### src/rtl/alu_bist_pkg.sv
// Shared types and constants for the ALU built-in self-test controller.
package alu_bist_pkg;

    localparam int OPND_W = 4;
    localparam int OP_W   = 3;
    localparam int LFSR_W = 8;
    localparam int RESP_W = 6;

    // x^8 + x^6 + x^5 + x^4 + 1, feedback taken from bits 7,5,4,3
    localparam logic [LFSR_W-1:0] LFSR_TAPS = 8'hB8;

    typedef enum logic [1:0] {
        ST_IDLE  = 2'd0,
        ST_RUN   = 2'd1,
        ST_DRAIN = 2'd2,
        ST_DONE  = 2'd3
    } state_e;

endpackage

### src/rtl/bist_lfsr8.sv
// 8-bit Fibonacci shift register with parallel XOR input; serves as both
// operand generator (input tied to 0) and response compactor (MISR).
module bist_lfsr8
    import alu_bist_pkg::*;
#(
    parameter logic [LFSR_W-1:0] TAPS      = LFSR_TAPS,
    parameter logic [LFSR_W-1:0] RESET_VAL = '0
) (
    input  logic              clk_i,
    input  logic              rst_ni,
    input  logic              load_i,
    input  logic [LFSR_W-1:0] load_val_i,
    input  logic              en_i,
    input  logic [RESP_W-1:0] in_i,
    output logic [LFSR_W-1:0] q_o
);

    logic [LFSR_W-1:0] q_q;

    always_ff @(posedge clk_i or negedge rst_ni) begin
        if (!rst_ni) begin
            q_q <= RESET_VAL;
        end else if (load_i) begin
            q_q <= load_val_i;
        end else if (en_i) begin
            q_q <= {q_q[LFSR_W-2:0], ^(q_q & TAPS)} ^ {{(LFSR_W-RESP_W){1'b0}}, in_i};
        end
    end

    assign q_o = q_q;

endmodule

### src/rtl/alu_bist_ctrl.sv
// BIST controller: drives LFSR-generated vectors into an external ALU and
// compacts the delayed responses into an 8-bit MISR signature.
module alu_bist_ctrl
    import alu_bist_pkg::*;
#(
    parameter int                NUM_VECTORS = 64,
    parameter int                ALU_LATENCY = 1,
    parameter logic [LFSR_W-1:0] LFSR_SEED   = 8'hA5,
    parameter logic [LFSR_W-1:0] GOLDEN_SIG  = 8'h00
) (
    input  logic              clk,
    input  logic              rst_n,
    input  logic              start,
    output logic [OPND_W-1:0] a,
    output logic [OPND_W-1:0] b,
    output logic [OP_W-1:0]   op,
    input  logic [OPND_W-1:0] result,
    input  logic              carry_out,
    input  logic              zero,
    output logic              busy,
    output logic              done,
    output logic              pass,
    output logic [LFSR_W-1:0] signature
);

    state_e                 state_q;
    logic [8:0]             cnt_q;
    logic [1:0]             drain_q;
    logic [ALU_LATENCY-1:0] tag_q;
    logic [LFSR_W-1:0]      gen_q;
    logic                   start_run;
    logic                   in_run;

    assign in_run    = (state_q == ST_RUN);
    assign start_run = start && ((state_q == ST_IDLE) || (state_q == ST_DONE));

    bist_lfsr8 #(.TAPS(LFSR_TAPS), .RESET_VAL(LFSR_SEED)) u_gen (
        .clk_i      (clk),
        .rst_ni     (rst_n),
        .load_i     (start_run),
        .load_val_i (LFSR_SEED),
        .en_i       (in_run),
        .in_i       ('0),
        .q_o        (gen_q)
    );

    // Tags are always clear in IDLE/DONE, so load and enable never collide
    bist_lfsr8 #(.TAPS(LFSR_TAPS), .RESET_VAL(8'h00)) u_misr (
        .clk_i      (clk),
        .rst_ni     (rst_n),
        .load_i     (start_run),
        .load_val_i (8'h00),
        .en_i       (tag_q[ALU_LATENCY-1]),
        .in_i       ({zero, carry_out, result}),
        .q_o        (signature)
    );

    always_ff @(posedge clk or negedge rst_n) begin
        if (!rst_n) begin
            state_q <= ST_IDLE;
            cnt_q   <= '0;
            drain_q <= '0;
            tag_q   <= '0;
        end else begin
            tag_q <= (tag_q << 1) | ALU_LATENCY'(in_run);
            case (state_q)
                ST_IDLE, ST_DONE: begin
                    if (start) begin
                        state_q <= ST_RUN;
                        cnt_q   <= '0;
                    end
                end
                ST_RUN: begin
                    cnt_q <= cnt_q + 9'd1;
                    if (cnt_q == 9'(NUM_VECTORS - 1)) begin
                        state_q <= ST_DRAIN;
                        drain_q <= '0;
                    end
                end
                ST_DRAIN: begin
                    drain_q <= drain_q + 2'd1;
                    if (drain_q == 2'(ALU_LATENCY - 1)) begin
                        state_q <= ST_DONE;
                    end
                end
                default: state_q <= ST_IDLE;
            endcase
        end
    end

    assign busy = (state_q == ST_RUN) || (state_q == ST_DRAIN);
    assign done = (state_q == ST_DONE);
    assign pass = done && (signature == GOLDEN_SIG);
    assign a    = in_run ? gen_q[7:4] : '0;
    assign b    = in_run ? gen_q[3:0] : '0;
    assign op   = in_run ? cnt_q[OP_W-1:0] : '0;

endmodule

### config.mk
export PLATFORM = sky130hd
export DESIGN_NAME = alu_bist_ctrl
export DESIGN_NICKNAME = d
export VERILOG_FILES = /design/src/rtl/alu_bist_pkg.sv /design/src/rtl/bist_lfsr8.sv /design/src/rtl/alu_bist_ctrl.sv
export SDC_FILE = /design/constraint.sdc
export NUM_CORES = 1
export LEC_CHECK = 0
export ABC_CLOCK_PERIOD_IN_PS = 2300
export BUFFER_PORTS_ARGS = -buffer_cell sky130_fd_sc_hd__buf_2
export CAP_MARGIN = 10
export CORE_MARGIN = 1.5
export CORE_UTILIZATION = 35
export CTS_BUF_LIST = sky130_fd_sc_hd__clkbuf_16
export CTS_CLUSTER_SIZE = 24
export DETAILED_ROUTE_END_ITERATION = 10
export GPL_ROUTABILITY_DRIVEN = 0
export PLACE_DENSITY = 0.53
export SLEW_MARGIN = 30
export SYNTH_ARGS = -nofsm -noshare
export SYNTH_HDL_FRONTEND = slang
export SYNTH_SLANG_ARGS = --single-unit
### constraint.sdc
create_clock -name clk -period 2.3 [get_ports clk]
set_input_delay 0 -clock clk [delete_from_list [all_inputs] [get_ports clk]]
set_output_delay 0 -clock clk [all_outputs]
set_load 0.01 [all_outputs]
# == Word level (Yosys, flattened, before mapping) ==
# Cells that the tools add are included.
# classes
n_addsub,2
eq_ne,7
mux,15
n_bitwise,1
n_reduce_logical,17
# op_table
cell,n
$mux 8,4
$pmux 9 s2,1
$reduce_xor 8->1,2
$add 9x1->9 const B,1
$eq 9x6->1 const B,1
$mux 9,1
$logic_not 8->1,1
$mux 2,4
$mux 4,2
$reduce_bool 2->1,4
$xor 8x6->8,1
$pmux 2 s3,1
$eq 2x2->1 const B,2
$logic_not 2->1,2
$ne 2x2->1 const B,2
$pmux 2 s2,1
$reduce_and 2->1,2
$mux 3,1
$reduce_and 3->1,1
$add 2x1->2 const B,1
$eq 2x1->1 const B,1
$logic_and 1x1->1,2
$logic_or 1x1->1,2
$ne 2x1->1 const B,1
$reduce_or 2->1,1
# word_totals
ff_bits,30
inputBits,9
output_inout_bits,22
elab_cells,48

# == Logic depth before layout (Yosys ltp) ==
# Gate-level depths: netlist of run 1.
# depth
ltp_word,4
ltp_mapped,7

# == Modules after synthesis ==
# Synthesis of run 1 repeated with hierarchy kept, for this count alone.
# unflattened
cells_unflattened,178
hier_area_um2,1806.7
# modules_own_cells
mod,instances,cells_each,area_each_um2
alu_bist_ctrl,1,90,863.3
bist_lfsr8 (u_gen),1,44,474.2
bist_lfsr8 (u_misr),1,44,469.2

# == Least setup slack after synthesis of run 1 ==
# Ideal clock, no wire load.
# synth_path
path_type,reg-to-reg
from,reg state_q[0]
to,reg cnt_q[6]
setup_time_ps,126
arrival_ps,1488
path_slack_ps,686
stages_incl_launch_ff,8
path_buffers,1
synth_period_minus_slack_ps,1614
path_cell_list,dfrtp_1 > inv_1 > ha_1 > buf_4 > nor2b_1 > o21ai_0 > a41oi_1 > a311o_1
# synth_via
elab_chain_len,4
word_cells_on_any_way,8
# synth_lines
item,line_no,rtl
start: declaration,alu_bist_ctrl.sv:26,state_e state_q;
start signal: assignment,alu_bist_ctrl.sv:60,state_q <= ST_IDLE;
start signal: assignment,alu_bist_ctrl.sv:69,state_q <= ST_RUN;
start signal: assignment,alu_bist_ctrl.sv:76,state_q <= ST_DRAIN;
$eq 2x2->1 or $logic_not 2->1 (tied branches),alu_bist_ctrl.sv:66,case (state_q)
$reduce_or 2->1,alu_bist_ctrl.sv:66,
$ne 2x2->1 (no source line) or $reduce_bool 2->1 (tied branches),--,
$reduce_and 2->1 (no source line),--,
end signal: assignment,alu_bist_ctrl.sv:74,cnt_q <= cnt_q + 9'd1;
end: declaration,alu_bist_ctrl.sv:27,logic [8:0] cnt_q;
# Parallel ways exist; a longest one is shown, timed or not.
# A chain may end at the register's enable or synchronous reset.

# == Worst setup path in the final report of run 1 ==
# layout_path
from,reg state_q[1]
to,out a[0]
# layout_via
elab_chain_len,2
# layout_lines
item,line_no,rtl
$eq 2x1->1,alu_bist_ctrl.sv:34,assign in_run = (state_q == ST_RUN);
via in_run,alu_bist_ctrl.sv:32,logic in_run;
$mux 4,alu_bist_ctrl.sv:94,assign a = in_run ? gen_q[7:4] : '0;
end: declaration,alu_bist_ctrl.sv:14,"output logic [OPND_W-1:0] a,"
# The timed path passes the listed nets, and every way through them passes these cells.

==> results of run 1 <==
-- worst max-delay path, delay by kind of cell (launching register included) --
family,cells,cell delay (ns)
AND/OR/NAND/NOR,1,0.19
buffers and inverters,3,0.54
flip-flops,1,0.39
adder cells (fa/ha/maj),1,0.49
-- state kept, by name, indices dropped and copies added, names as in the netlist --
register and count:
cnt_q 9, drain_q 2, state_q 2, tag_q 1, u_gen.q_o 8, u_misr.q_o 8
-- metal layers --
layer | GRT usage, % | vias to the layer above | share of wire (%)
li1 | - | 655 | -
met1 | 18.3 | 628 | 48
met2 | 22.7 | 19 | 48
met3 | 5.66 | 2 | 3.6
met4 | 3.98 | 0 | 0.53
met5 | 0 | - | 0
-- worst paths after layout --
kind | end | slack (ns) | depth (start not counted)
worst max register to register | cnt_q[6]$_DFFE_PN0P_ | 0.49 | 4
worst min register to register | u_gen.q_o[6]$_DFFE_PN0P_ | 0.52 | 2
max in group asynchronous | u_misr.q_o[3]$_DFFE_PN0P_ | 1.55 | 2
worst min-delay path | u_misr.q_o[1]$_DFFE_PN0P_ | 0.02 | 3
min in group asynchronous | cnt_q[0]$_DFFE_PN0P_ | 0.31 | 2
worst max-delay path | a[0] | 0.41 | 5
-- cells in the mapped netlist (all sizes together), types with 2 or more instances --
cell type / number / area share [%]
clkbuf: 6 / 2.0
nor2: 21 / 4.6
nor3: 2 / 0.59
mux2i: 7 / 4.1
a21oi: 9 / 2.9
buf: 6 / 2.6
dfrtp: 26 / 38
xnor2: 14 / 7.2
dfstp: 4 / 6.2
a211oi: 9 / 4.0
o21ai: 8 / 2.3
nand4: 2 / 1.6
ha: 6 / 4.4
nand2b: 2 / 1.2
nand2: 9 / 2.0
nand3: 4 / 1.2
and2: 12 / 4.5
a211o: 3 / 1.5
inv: 10 / 2.2
-- power breakdown --
group	switching, uW	leakage (uW)	total [uW]	internal [uW]
Combinational	681	0.000493	1260	581
Sequential	253	0.000373	1010	758
Clock	225	0.0000672	618	394
-- metrics by stage --
stage                     area (um2)  cells  setup WS, ns  hold slack (ns)
final                           2000    256         0.412           0.0233
after global routing            2000    256         0.299           0.0169
after CTS                       2000    256         0.423           0.0179
after detailed placement        1850    247         0.520           0.0940
after global placement          1850    247         0.550           0.0867
after floorplan                 1700    174         0.686           -0.296
-- area by class of cell --
type | instances | area, um2 | area share, %
clock inverter | 3 | 16.3 | 0.812
tap | 54 | 67.6 | 3.38
multi-input combinational | 122 | 832 | 41.6
timing repair buffer | 32 | 168 | 8.38
sequential | 30 | 756 | 37.8
inverter | 10 | 37.5 | 1.88
clock buffer | 5 | 125 | 6.25
-- logic make-up (layout without fill, tap and decap cells) --
| family | Yosys count | in the layout | synth area share [%] |
|---|---|---|---|
| AND/OR/NAND/NOR | 58 | 58 | 18.4 |
| buffers and inverters | 22 | 50 | 6.83 |
| AO/OA/AOI/OAI | 36 | 36 | 14.2 |
| flip-flops | 30 | 30 | 44.3 |
| multiplexers | 7 | 7 | 4.11 |
| XOR/XNOR | 15 | 15 | 7.71 |
| adder cells (fa/ha/maj) | 6 | 6 | 4.41 |
-- timing repair --
action,CTS,global route
hold buffers,1,0
setup endpoints to repair,0,0
endpoints found under the hold margin,26,0
==> impl_metrics.sql, run 1 <==
INSERT INTO impl_metrics (metric_group, metric, value, unit) VALUES
('power', 'total_power', '2890', 'uW'),
('global_route', 'number_of_global_route_vias_before_repair', '1278', ''),
('synth', 'yosysWarningCount', '0', ''),
('sta', 'unrepaired_setup_endpoints_after_global_routing', 'false', ''),
('synth', 'synthFlopType', 'sky130_fd_sc_hd__dfrtp_1', ''),
('drt', 'vias', '1304', ''),
('worst_hold_path', 'timing.hold.worst.start', 'result[1]', ''),
('die', 'io_pins', '31', ''),
('sta', 'slew_viol_final', '0', ''),
('synth', 'synth-seq-cells', '30', ''),
('worst_setup_path', 'reg2reg_from', 'state_q[1]$_DFFE_PN0P_', ''),
('worst_setup_path', 'critical_path_peak_fanout', '18', ''),
('final_layout', 'utilization', '42.7', '%'),
('synth', 'netlist_area', '1700', 'um2'),
('clock_network', 'cts.path.max_buffers', '2', ''),
('worst_setup_path', 'critical_path_sink_type', 'primary output', ''),
('synth', 'yosysUniqueCellTypes', '41', ''),
('drt', 'drt_iter0_drc', '39', ''),
('die', 'rows', '25', ''),
('synth', 'post_synth_edffs', '0', ''),
('die', 'coreArea', '4690', 'um2'),
('global_route', 'maximum_number_of_pins_on_one_net_before_global_route_repair', '31', ''),
('worst_setup_path', 'critPathMaxStageDelay', '0.49', 'ns'),
('global_route', 'number_of_antenna_violations_at_the_first_check_in_global_routing', '0', ''),
('power', 'power.density_cell_area', '1440', 'nW/um2'),
('worst_setup_path', 'worstSetupStartpointType', 'flop', ''),
('sta', 'report.final.setup_viol', '0', ''),
('final_layout', 'num_antenna_cells', '0', ''),
('worst_setup_path', 'setup.worst_path.start', 'state_q[1]$_DFFE_PN0P_', ''),
('die', 'chipHeight', '72.8', 'um'),
('clock_network', 'worst_setup_hold_path_clk_slew', '0.05', 'ns'),
('final_layout', 'layout.filler_cells', '458', ''),
('die', 'floorplan.initialDensity', '36.3', '%'),
('drt', 'antenna_violating_nets_left', '0', ''),
('power', 'max_vdd_drop', '663', 'uV'),
('final_layout', 'layout.cells.most_common', 'sky130_fd_sc_hd__buf_2', ''),
('status', 'status', 'finished clean', ''),
('die', 'die-width', '72.8', 'um'),
('sta', 'finalHoldViolCount', '0', ''),
('final_layout', 'layout-drive-gt1-share', '22.8', '%'),
('flow_run', 'maxCapViolations', '0', ''),
('final_layout', 'num-nets-final', '216', ''),
('sta', 'fin_crit_sh', '82.1', '%'),
('synth', 'syn_inst', '174', ''),
('clock_network', 'clock_tree.root_cell', 'sky130_fd_sc_hd__clkbuf_16', ''),
('sta', 'timing.clock.skew', '0.00631', 'ns'),
('sta', 'max_slew.worst_pin.slew', '0.677', 'ns'),
('worst_setup_path', 'cp_cell_sequence', 'inv_1, ha_1, buf_4, and2_1, buf_2', ''),
('clock_network', 'cts_num_sinks', '30', ''),
('final_layout', 'most-common-layout-cells', '30 x sky130_fd_sc_hd__buf_2, 26 x sky130_fd_sc_hd__dfrtp_1, 21 x sky130_fd_sc_hd__nor2_1, 14 x sky130_fd_sc_hd__xnor2_1, 11 x sky130_fd_sc_hd__and2_1', ''),
('drt', 'detail_route.drc_violations', '0', ''),
('placement', 'buffer_ports.inserted', '30', ''),
('clock_network', 'cts-buffers-inserted', '5', ''),
('drt', 'dr.pass1.iters', '4', ''),
('worst_setup_path', 'slowest_stage', 'sky130_fd_sc_hd__ha_1', ''),
('die', 'die_area', '5300', 'um2'),
('sta', 'maxClockFrequency', '530', 'MHz'),
('global_route', 'globalRouteOverflowTotal', '0', ''),
('sta', 'setup_total_negative_slack', '0', 'ns'),
('worst_hold_path', 'timing.hold.worst.class', 'input port to flop', ''),
('clock_network', 'post-cts-setup-buffer-count', '0', ''),
('worst_setup_path', 'setup.worst_path.class', 'flop to primary output', ''),
('clock_network', 'htree_levels', '2', ''),
('power', 'total_leakage_power', '0.000933', 'uW'),
('final_layout', 'area_growth', '17.5', '%'),
('clock_network', 'worstSkewPairLatency', '0.27', 'ns'),
('clock_network', 'cts_repair_resize_count', '0', ''),
('synth', 'syn_area_per_cell', '9.79', 'um2'),
('placement', 'detailedPlacementHpwl', '2530', 'um'),
('drt', 'via_per_inst', '5.09', ''),
('worst_setup_path', 'cp_data_required_time', '2.30', 'ns'),
('drt', 'totalWireLength', '3580', 'um'),
('synth', 'post_synthesis_async_set_or_reset_flop_share', '100', '%'),
('global_route', 'grt_pass1_wl', '5840', 'um'),
('drt', 'avgRoutedWirePerCell', '14.0', 'um'),
('worst_setup_path', 'crit_arrival', '1.89', 'ns'),
('sta', 'slew_headroom', '54.8', '%'),
('sta', 'period_needed', '1.89', 'ns'),
('synth', 'synth.net_count', '189', ''),
('global_route', 'gr_util_all_layers', '14.4', '%'),
('synth', 'synth_seq_area_share', '44.3', '%'),
('clock_network', 'tritoncts', 'built', '');
(Power assumes the default switching activity.)
==> inputs of run 2 (changes only) <==
--- a/config.mk
+++ b/config.mk
@@ -5,7 +5,7 @@
 export SDC_FILE = /design/constraint.sdc
 export NUM_CORES = 1
 export LEC_CHECK = 0
-export ABC_CLOCK_PERIOD_IN_PS = 2300
+export ABC_CLOCK_PERIOD_IN_PS = 1700
 export BUFFER_PORTS_ARGS = -buffer_cell sky130_fd_sc_hd__buf_2
 export CAP_MARGIN = 10
 export CORE_MARGIN = 1.5
@@ -14,7 +14,7 @@
 export CTS_CLUSTER_SIZE = 24
 export DETAILED_ROUTE_END_ITERATION = 10
 export GPL_ROUTABILITY_DRIVEN = 0
-export PLACE_DENSITY = 0.53
+export PLACE_DENSITY = 0.55
 export SLEW_MARGIN = 30
 export SYNTH_ARGS = -nofsm -noshare
 export SYNTH_HDL_FRONTEND = slang
==> constraint.sdc (replaced) <==
create_clock -name clk -period 1.7 [get_ports clk]
set_input_delay 0 -clock clk [delete_from_list [all_inputs] [get_ports clk]]
set_output_delay 0 -clock clk [all_outputs]
set_load 0.01 [all_outputs]
==> run 2 against run 1 <==
Combinational power rose by 51%. Critical path depth rose by 1. Die area did not move. Clock power rose by 33%. Largest cell class unchanged.
==> impl_metrics.sql, run 2 (synthesized netlist as in run 1, its figures left out) <==
INSERT INTO impl_metrics (metric_group, metric, value, unit) VALUES
('sta', 'setup_total_negative_slack', '0', 'ns'),
('clock_network', 'htree_levels', '2', ''),
('global_route', 'grt_pass1_wl', '6130', 'um'),
('sta', 'timing.clock.skew', '0.00300', 'ns'),
('clock_network', 'clock_tree.root_cell', 'sky130_fd_sc_hd__clkbuf_16', ''),
('final_layout', 'multiInputGateArea', '847', 'um2'),
('sta', 'report.final.setup_viol', '0', ''),
('worst_setup_path', 'worstRegToRegCells', '6', ''),
('sta', 'slew_headroom', '54.0', '%'),
('drt', 'avgRoutedWirePerCell', '13.0', 'um'),
('global_route', 'grt_most_used_layer', 'met2', ''),
('final_layout', 'most-common-layout-cells', '30 x sky130_fd_sc_hd__buf_2, 26 x sky130_fd_sc_hd__dfrtp_1, 21 x sky130_fd_sc_hd__nor2_1, 14 x sky130_fd_sc_hd__xnor2_1, 12 x sky130_fd_sc_hd__buf_4', ''),
('power', 'fraction_of_power_consumed_by_the_clock_network', '20.2', '%'),
('final_layout', 'footprint_of_the_flip_flops_and_latches', '756', 'um2'),
('global_route', 'grt_use_met3', '4.70', '%'),
('global_route', 'number_of_antenna_violations_at_the_first_check_in_global_routing', '0', ''),
('drt', 'drt_iter0_drc', '30', ''),
('final_layout', 'layout-drive-gt1-share', '29.0', '%'),
('clock_network', 'worst_setup_hold_path_clk_slew', '0.05', 'ns'),
('worst_setup_path', 'slowest_stage', 'sky130_fd_sc_hd__dfrtp_1', ''),
('worst_setup_path', 'r2r-end', 'cnt_q[6]$_DFFE_PN0P_', ''),
('final_layout', 'num-nets-final', '228', ''),
('die', 'die_area', '5300', 'um2'),
('power', 'max_vdd_drop', '785', 'uV'),
('worst_setup_path', 'cp_cell_sequence', 'inv_1, ha_2, buf_4, buf_4, and2_1, buf_2', ''),
('clock_network', 'tritoncts', 'built', ''),
('clock_network', 'worstSkewPairLatency', '0.27', 'ns'),
('global_route', 'grt.met1_usage', '20.1', '%'),
('worst_setup_path', 'reg2reg_from', 'state_q[0]$_DFFE_PN0P_', ''),
('worst_hold_path', 'timing.hold.worst.start', 'carry_out', ''),
('die', 'floorplan.initialDensity', '36.3', '%'),
('sta', 'unrepaired_setup_endpoints_after_global_routing', 'false', ''),
('power', 'p_seq_share', '33.0', '%'),
('power', 'p_comb_share', '46.8', '%'),
('drt', 'vias', '1358', ''),
('global_route', 'gr_util_all_layers', '15.1', '%'),
('flow_run', 'maxCapViolations', '0', ''),
('drt', 'dr.pass1.iters', '4', ''),
('final_layout', 'layout.cells.most_common', 'sky130_fd_sc_hd__buf_2', ''),
('die', 'io_pins', '31', ''),
('worst_setup_path', 'rrSetupSlack', '0.11', 'ns'),
('power', 'power.density_cell_area', '1920', 'nW/um2'),
('final_layout', 'layout.filler_cells', '449', ''),
('final_layout', 'area_growth', '24.2', '%'),
('global_route', 'maximum_number_of_pins_on_one_net_before_global_route_repair', '31', ''),
('clock_network', 'cts.path.max_buffers', '2', ''),
('sta', 'finalHoldViolCount', '0', ''),
('status', 'status', 'finished clean', ''),
('power', 'internal_power', '2500', 'uW'),
('clock_network', 'cts-buffers-inserted', '5', ''),
('placement', 'detailedPlacementHpwl', '2460', 'um'),
('worst_setup_path', 'setup.worst_path.class', 'flop to primary output', ''),
('drt', 'totalWireLength', '3490', 'um'),
('worst_setup_path', 'path_common_cell', 'sky130_fd_sc_hd__buf_4', ''),
('power', 'power.net_switching', '1570', 'uW'),
('worst_setup_path', 'critical_path_sink_type', 'primary output', ''),
('global_route', 'globalRouteOverflowTotal', '0', ''),
('sta', 'max_slew.worst_pin.slew', '0.690', 'ns'),
('placement', 'post-place-cells', '258', ''),
('worst_setup_path', 'crit_arrival', '1.59', 'ns'),
('power', 'total_leakage_power', '0.000997', 'uW'),
('global_route', 'gr-usage-met2', '23.3', '%'),
('die', 'rows', '25', ''),
('worst_hold_path', 'timing.hold.worst.class', 'input port to flop', ''),
('worst_setup_path', 'worstSetupStartpointType', 'flop', ''),
('drt', 'via_per_inst', '5.07', ''),
('final_layout', 'largest_reg_flops', '9', ''),
('worst_hold_path', 'worstHoldPathCells', '3', ''),
('final_layout', 'num_antenna_cells', '0', ''),
('power', 'switching_fraction_of_total_power', '38.5', '%'),
('worst_setup_path', 'critPathMaxStageDelay', '0.40', 'ns'),
('worst_hold_path', 'holdPathEnd', 'u_misr.q_o[4]$_DFFE_PN0P_', ''),
('clock_network', 'cts_num_sinks', '30', ''),
('sta', 'period_needed', '1.59', 'ns'),
('placement', 'buffer_ports.inserted', '30', ''),
('die', 'die-width', '72.8', 'um'),
('drt', 'detail_route.drc_violations', '0', ''),
('die', 'chipHeight', '72.8', 'um'),
('worst_setup_path', 'critical_path_peak_fanout', '11', ''),
('sta', 'slew_viol_final', '0', ''),
('sta', 'fin_crit_sh', '93.8', '%'),
('drt', 'antenna_violating_nets_left', '0', ''),
('final_layout', 'finish.cell_count_without_fillers', '268', ''),
('final_layout', 'max_flop_register', 'cnt_q', ''),
('global_route', 'number_of_global_route_vias_before_repair', '1314', ''),
('die', 'coreArea', '4690', 'um2'),
('worst_setup_path', 'cp_data_required_time', '1.70', 'ns'),
('sta', 'maxClockFrequency', '627', 'MHz');
## run 2: cell type report
type                            count  share of cell area [%]
Tap cell                           54                    3.19
Sequential cell                    30                    35.7
Clock inverter                      3                   0.591
Clock buffer                        5                    5.91
Timing Repair Buffer               44                    12.8
Multi-Input combinational cell    122                    40.0
Inverter                           10                    1.77
## run 2: power groups by stage
stage	Sequential (uW)	Combinational, uW	Clock (uW)
final	1340	1900	821
after global routing	1400	2150	863
after CTS	1350	1910	849
after detailed placement	1360	1900	0
after global placement	1360	1890	0
after floorplan	1280	1360	0
## run 2: stage by stage
step	power (uW)	worst slack [ns]	hold slack [ns]	util (%)	instance area, um2
final	4070	0.105	0.0157	45.1	2120
after global routing	4420	0.00460	0.0318	45.1	2120
after CTS	4110	0.0179	0.0115	44.6	2090
after detailed placement	3260	0.0495	0.0909	41.5	1950
after global placement	3250	0.103	0.0955	41.5	1950
after floorplan	2640	0.0860	-0.296	-	1700
## run 2: worst max path at each step
stage / start / to / slack (ns) / cells past startpoint
CTS: state_q[0]$_DFFE_PN0P_ / state_q[1]$_DFFE_PN0P_ / 0.02 / 6
finish: state_q[1]$_DFFE_PN0P_ / op[0] / 0.11 / 6
global placement: state_q[0]$_DFFE_PN0P_ / cnt_q[6]$_DFFE_PN0P_ / 0.10 / 6
global route: state_q[0]$_DFFE_PN0P_ / cnt_q[6]$_DFFE_PN0P_ / 0.005 / 6
detailed placement: state_q[0]$_DFFE_PN0P_ / state_q[1]$_DFFE_PN0P_ / 0.05 / 6
floorplan: state_q[0]$_DFFE_PN0P_ / cnt_q[6]$_DFFE_PN0P_ / 0.09 / 7
## run 2: timing repair
action | CTS | global route
hold buffers | 1 | 0
endpoints found under the hold margin | 26 | 0
setup endpoints to repair | 0 | 9
resized for setup | 0 | 5
buffers inserted | 0 | 1
## run 2: metal layers
metal / vias up / share of wire, %
li1: 687 / -
met1: 647 / 49
met2: 20 / 46
met3: 4 / 3.6
met4: 0 / 0.89
met5: - / 0
## run 2: critical path: cells and delay by family, from the launching register on
kind          cells  cell delay, ns
buf+inv           4            0.55
flops             1            0.40
fa+ha+maj         1            0.21
simple gates      1            0.15
==> inputs of run 3 (changes only) <==
--- a/config.mk
+++ b/config.mk
@@ -9,12 +9,12 @@
 export BUFFER_PORTS_ARGS = -buffer_cell sky130_fd_sc_hd__buf_2
 export CAP_MARGIN = 10
 export CORE_MARGIN = 1.5
-export CORE_UTILIZATION = 35
+export CORE_UTILIZATION = 49
 export CTS_BUF_LIST = sky130_fd_sc_hd__clkbuf_16
 export CTS_CLUSTER_SIZE = 24
 export DETAILED_ROUTE_END_ITERATION = 10
 export GPL_ROUTABILITY_DRIVEN = 0
-export PLACE_DENSITY = 0.55
+export PLACE_DENSITY = 0.73
 export SLEW_MARGIN = 30
 export SYNTH_ARGS = -nofsm -noshare
 export SYNTH_HDL_FRONTEND = slang
==> run 3 against run 2 <==
Clock-buffer cell count unchanged. Worst setup slack got worse by 0.052 ns. Die area down 27%. Register-to-register slack got worse by 0.05 ns. Combinational power about the same. Global-route usage is 5.6 points higher. Critical endpoint is now cnt_q[6]$_DFFE_PN0P_. Highest routed layer unchanged.
==> impl_metrics.sql, run 3 (synthesized netlist as in run 1, its figures left out) <==
INSERT INTO impl_metrics (metric_group, metric, value, unit) VALUES
('worst_setup_path', 'crit_arrival', '1.80', 'ns'),
('clock_network', 'cts_num_sinks', '30', ''),
('final_layout', 'area_growth', '22.8', '%'),
('sta', 'max_slew.worst_pin.slew', '0.684', 'ns'),
('drt', 'route.met3.wl', '162', 'um'),
('worst_setup_path', 'r2r-end', 'cnt_q[6]$_DFFE_PN0P_', ''),
('global_route', 'grt_pass1_wl', '5660', 'um'),
('clock_network', 'cts.path.max_buffers', '2', ''),
('power', 'power.density_cell_area', '1950', 'nW/um2'),
('die', 'rows', '21', ''),
('placement', 'post-place-cells', '246', ''),
('sta', 'finalHoldViolCount', '0', ''),
('drt', 'via_per_inst', '5.49', ''),
('placement', 'post-place-ws', '0.0216', 'ns'),
('clock_network', 'cts-buffers-inserted', '5', ''),
('drt', 'dr.pass1.iters', '4', ''),
('die', 'die_area', '3840', 'um2'),
('drt', 'avgRoutedWirePerCell', '14.2', 'um'),
('final_layout', 'largest_reg_flops', '9', ''),
('sta', 'report.final.setup_viol', '0', ''),
('final_layout', 'layout-drive-gt1-share', '28.6', '%'),
('placement', 'buffer_ports.inserted', '30', ''),
('drt', 'routed-wl-met2', '1800', 'um'),
('drt', 'totalWireLength', '3630', 'um'),
('sta', 'timing.clock.skew', '0.00676', 'ns'),
('worst_setup_path', 'worstSetupStartpointType', 'flop', ''),
('worst_setup_path', 'cp_data_required_time', '1.86', 'ns'),
('sta', 'hold_ws', '0.0117', 'ns'),
('die', 'floorplan.initialDensity', '51.1', '%'),
('status', 'status', 'finished clean', ''),
('sta', 'maxClockFrequency', '607', 'MHz'),
('drt', 'dr.max_layer_used', 'met4', ''),
('sta', 'fin_crit_sh', '96.9', '%'),
('worst_setup_path', 'setup.worst_path.class', 'flop to flop', ''),
('final_layout', 'num_antenna_cells', '0', ''),
('final_layout', 'max_flop_register', 'cnt_q', ''),
('global_route', 'maximum_number_of_pins_on_one_net_before_global_route_repair', '31', ''),
('worst_hold_path', 'timing.hold.worst.start', 'carry_out', ''),
('worst_setup_path', 'slowest_stage', 'sky130_fd_sc_hd__dfrtp_1', ''),
('sta', 'unrepaired_setup_endpoints_after_global_routing', 'true', ''),
('sta', 'slew_headroom', '54.4', '%'),
('final_layout', 'layout.filler_cells', '284', ''),
('worst_setup_path', 'rrSetupSlack', '0.05', 'ns'),
('global_route', 'number_of_antenna_violations_at_the_first_check_in_global_routing', '0', ''),
('global_route', 'gr_util_all_layers', '20.7', '%'),
('placement', 'detailedPlacementHpwl', '2430', 'um'),
('clock_network', 'tritoncts', 'built', ''),
('drt', 'detail_route.wirelength.met1', '1610', 'um'),
('worst_hold_path', 'holdPathEnd', 'u_misr.q_o[4]$_DFFE_PN0P_', ''),
('sta', 'finalWorstSetupSlack', '0.0535', 'ns'),
('final_layout', 'utilization', '62.7', '%'),
('final_layout', 'finish.cell_count_without_fillers', '256', ''),
('global_route', 'number_of_global_route_vias_before_repair', '1248', ''),
('drt', 'vias', '1406', ''),
('worst_setup_path', 'critical_path_sink_type', 'flop', ''),
('clock_network', 'worstSkewPairLatency', '0.28', 'ns'),
('worst_hold_path', 'worstHoldPathCells', '3', ''),
('worst_setup_path', 'cp_cell_sequence', 'inv_1, ha_4, nor2b_1, o21ai_0, a41oi_1, a311o_1', ''),
('drt', 'detail_route.drc_violations', '0', ''),
('drt', 'antenna_violating_nets_left', '0', ''),
('drt', 'drt_iter0_drc', '56', ''),
('worst_setup_path', 'critPathMaxStageDelay', '0.41', 'ns'),
('final_layout', 'most-common-layout-cells', '30 x sky130_fd_sc_hd__buf_2, 26 x sky130_fd_sc_hd__dfrtp_1, 21 x sky130_fd_sc_hd__nor2_1, 14 x sky130_fd_sc_hd__xnor2_1', ''),
('die', 'die-width', '62.0', 'um'),
('sta', 'period_needed', '1.65', 'ns'),
('die', 'coreArea', '3340', 'um2'),
('clock_network', 'worst_setup_hold_path_clk_slew', '0.05', 'ns'),
('sta', 'slew_viol_final', '0', ''),
('worst_setup_path', 'reg2reg_from', 'state_q[0]$_DFFE_PN0P_', ''),
('power', 'total_leakage_power', '0.000979', 'uW'),
('final_layout', 'num-nets-final', '224', ''),
('clock_network', 'htree_levels', '2', ''),
('clock_network', 'clock_tree.root_cell', 'sky130_fd_sc_hd__clkbuf_16', ''),
('worst_setup_path', 'critical_path_peak_fanout', '6', ''),
('die', 'io_pins', '31', ''),
('worst_hold_path', 'timing.hold.worst.class', 'input port to flop', ''),
('power', 'max_vdd_drop', '1040', 'uV'),
('worst_setup_path', 'worstRegToRegCells', '6', ''),
('final_layout', 'layout.cells.most_common', 'sky130_fd_sc_hd__buf_2', ''),
('worst_setup_path', 'setup.worst_path.start', 'state_q[0]$_DFFE_PN0P_', ''),
('flow_run', 'maxCapViolations', '0', ''),
('die', 'chipHeight', '62.0', 'um'),
('global_route', 'globalRouteOverflowTotal', '0', '');
run 3: power breakdown:
part	switching [uW]	total [uW]	leakage [uW]	internal [uW]
Combinational	988	1910	0.000534	925
Clock	297	823	0.0000724	527
Sequential	322	1350	0.000373	1030
Total	1610	4080	0.000979	2480
run 3: timing repair:
action | in CTS | in global routing
resized for setup | 0 | 9
endpoints found under the setup margin | 0 | 29
buffers inserted | 0 | 1
hold endpoints to repair | 26 | 0
hold buffers | 1 | 0
run 3: worst max-delay path by stage:
stage                        endpoint  slack [ns]  cells past startpoint
6_report         cnt_q[6]$_DFFE_PN0P_        0.05                      6
5_1_grt          cnt_q[4]$_DFFE_PN0P_       -0.02                      6
4_1_cts          cnt_q[6]$_DFFE_PN0P_       0.008                      6
3_5_place_dp   drain_q[0]$_DFFE_PN0P_        0.02                      5
3_3_place_gp     cnt_q[6]$_DFFE_PN0P_         0.1                      6
2_1_floorplan    cnt_q[6]$_DFFE_PN0P_        0.09                      7
run 3: critical path: cells and delay by family, from the launching register on:
| kind | cells | cell delay, ns |
|---|---|---|
| buffers and inverters | 1 | 0.10 |
| and+or+nand+nor | 1 | 0.16 |
| DFF | 1 | 0.41 |
| adders and majority gates | 1 | 0.28 |
| AOI/OAI and AO/OA | 3 | 0.58 |
run 3: area by class of cell:
| type | count | area (um2) | share of cell area [%] |
|---|---|---|---|
| clock inverters | 3 | 12.5 | 0.598 |
| repair buffers | 40 | 228 | 10.9 |
| well taps | 46 | 57.6 | 2.75 |
| inverters | 10 | 37.5 | 1.79 |
| multi-input cells | 122 | 876 | 41.9 |
| clock buffers | 5 | 125 | 5.98 |
| flip-flops and latches | 30 | 756 | 36.1 |
run 3: per-stage QoR:
step                      setup TNS, ns  cell area (um2)  total power [uW]
after global placement                0             1890              3090
after detailed placement              0             1890              3170
after global routing            -0.0382             2090              4410
after CTS                             0             2040              4020
after floorplan                       0             1700              2640
final                                 0             2090              4080
run 3: routing by layer:
layer / vias to the layer above / GRT usage (%)
met5: - / 0
met4: 0 / 8.51
met3: 7 / 7.45
met2: 37 / 31.5
met1: 693 / 26.7
li1: 669 / -
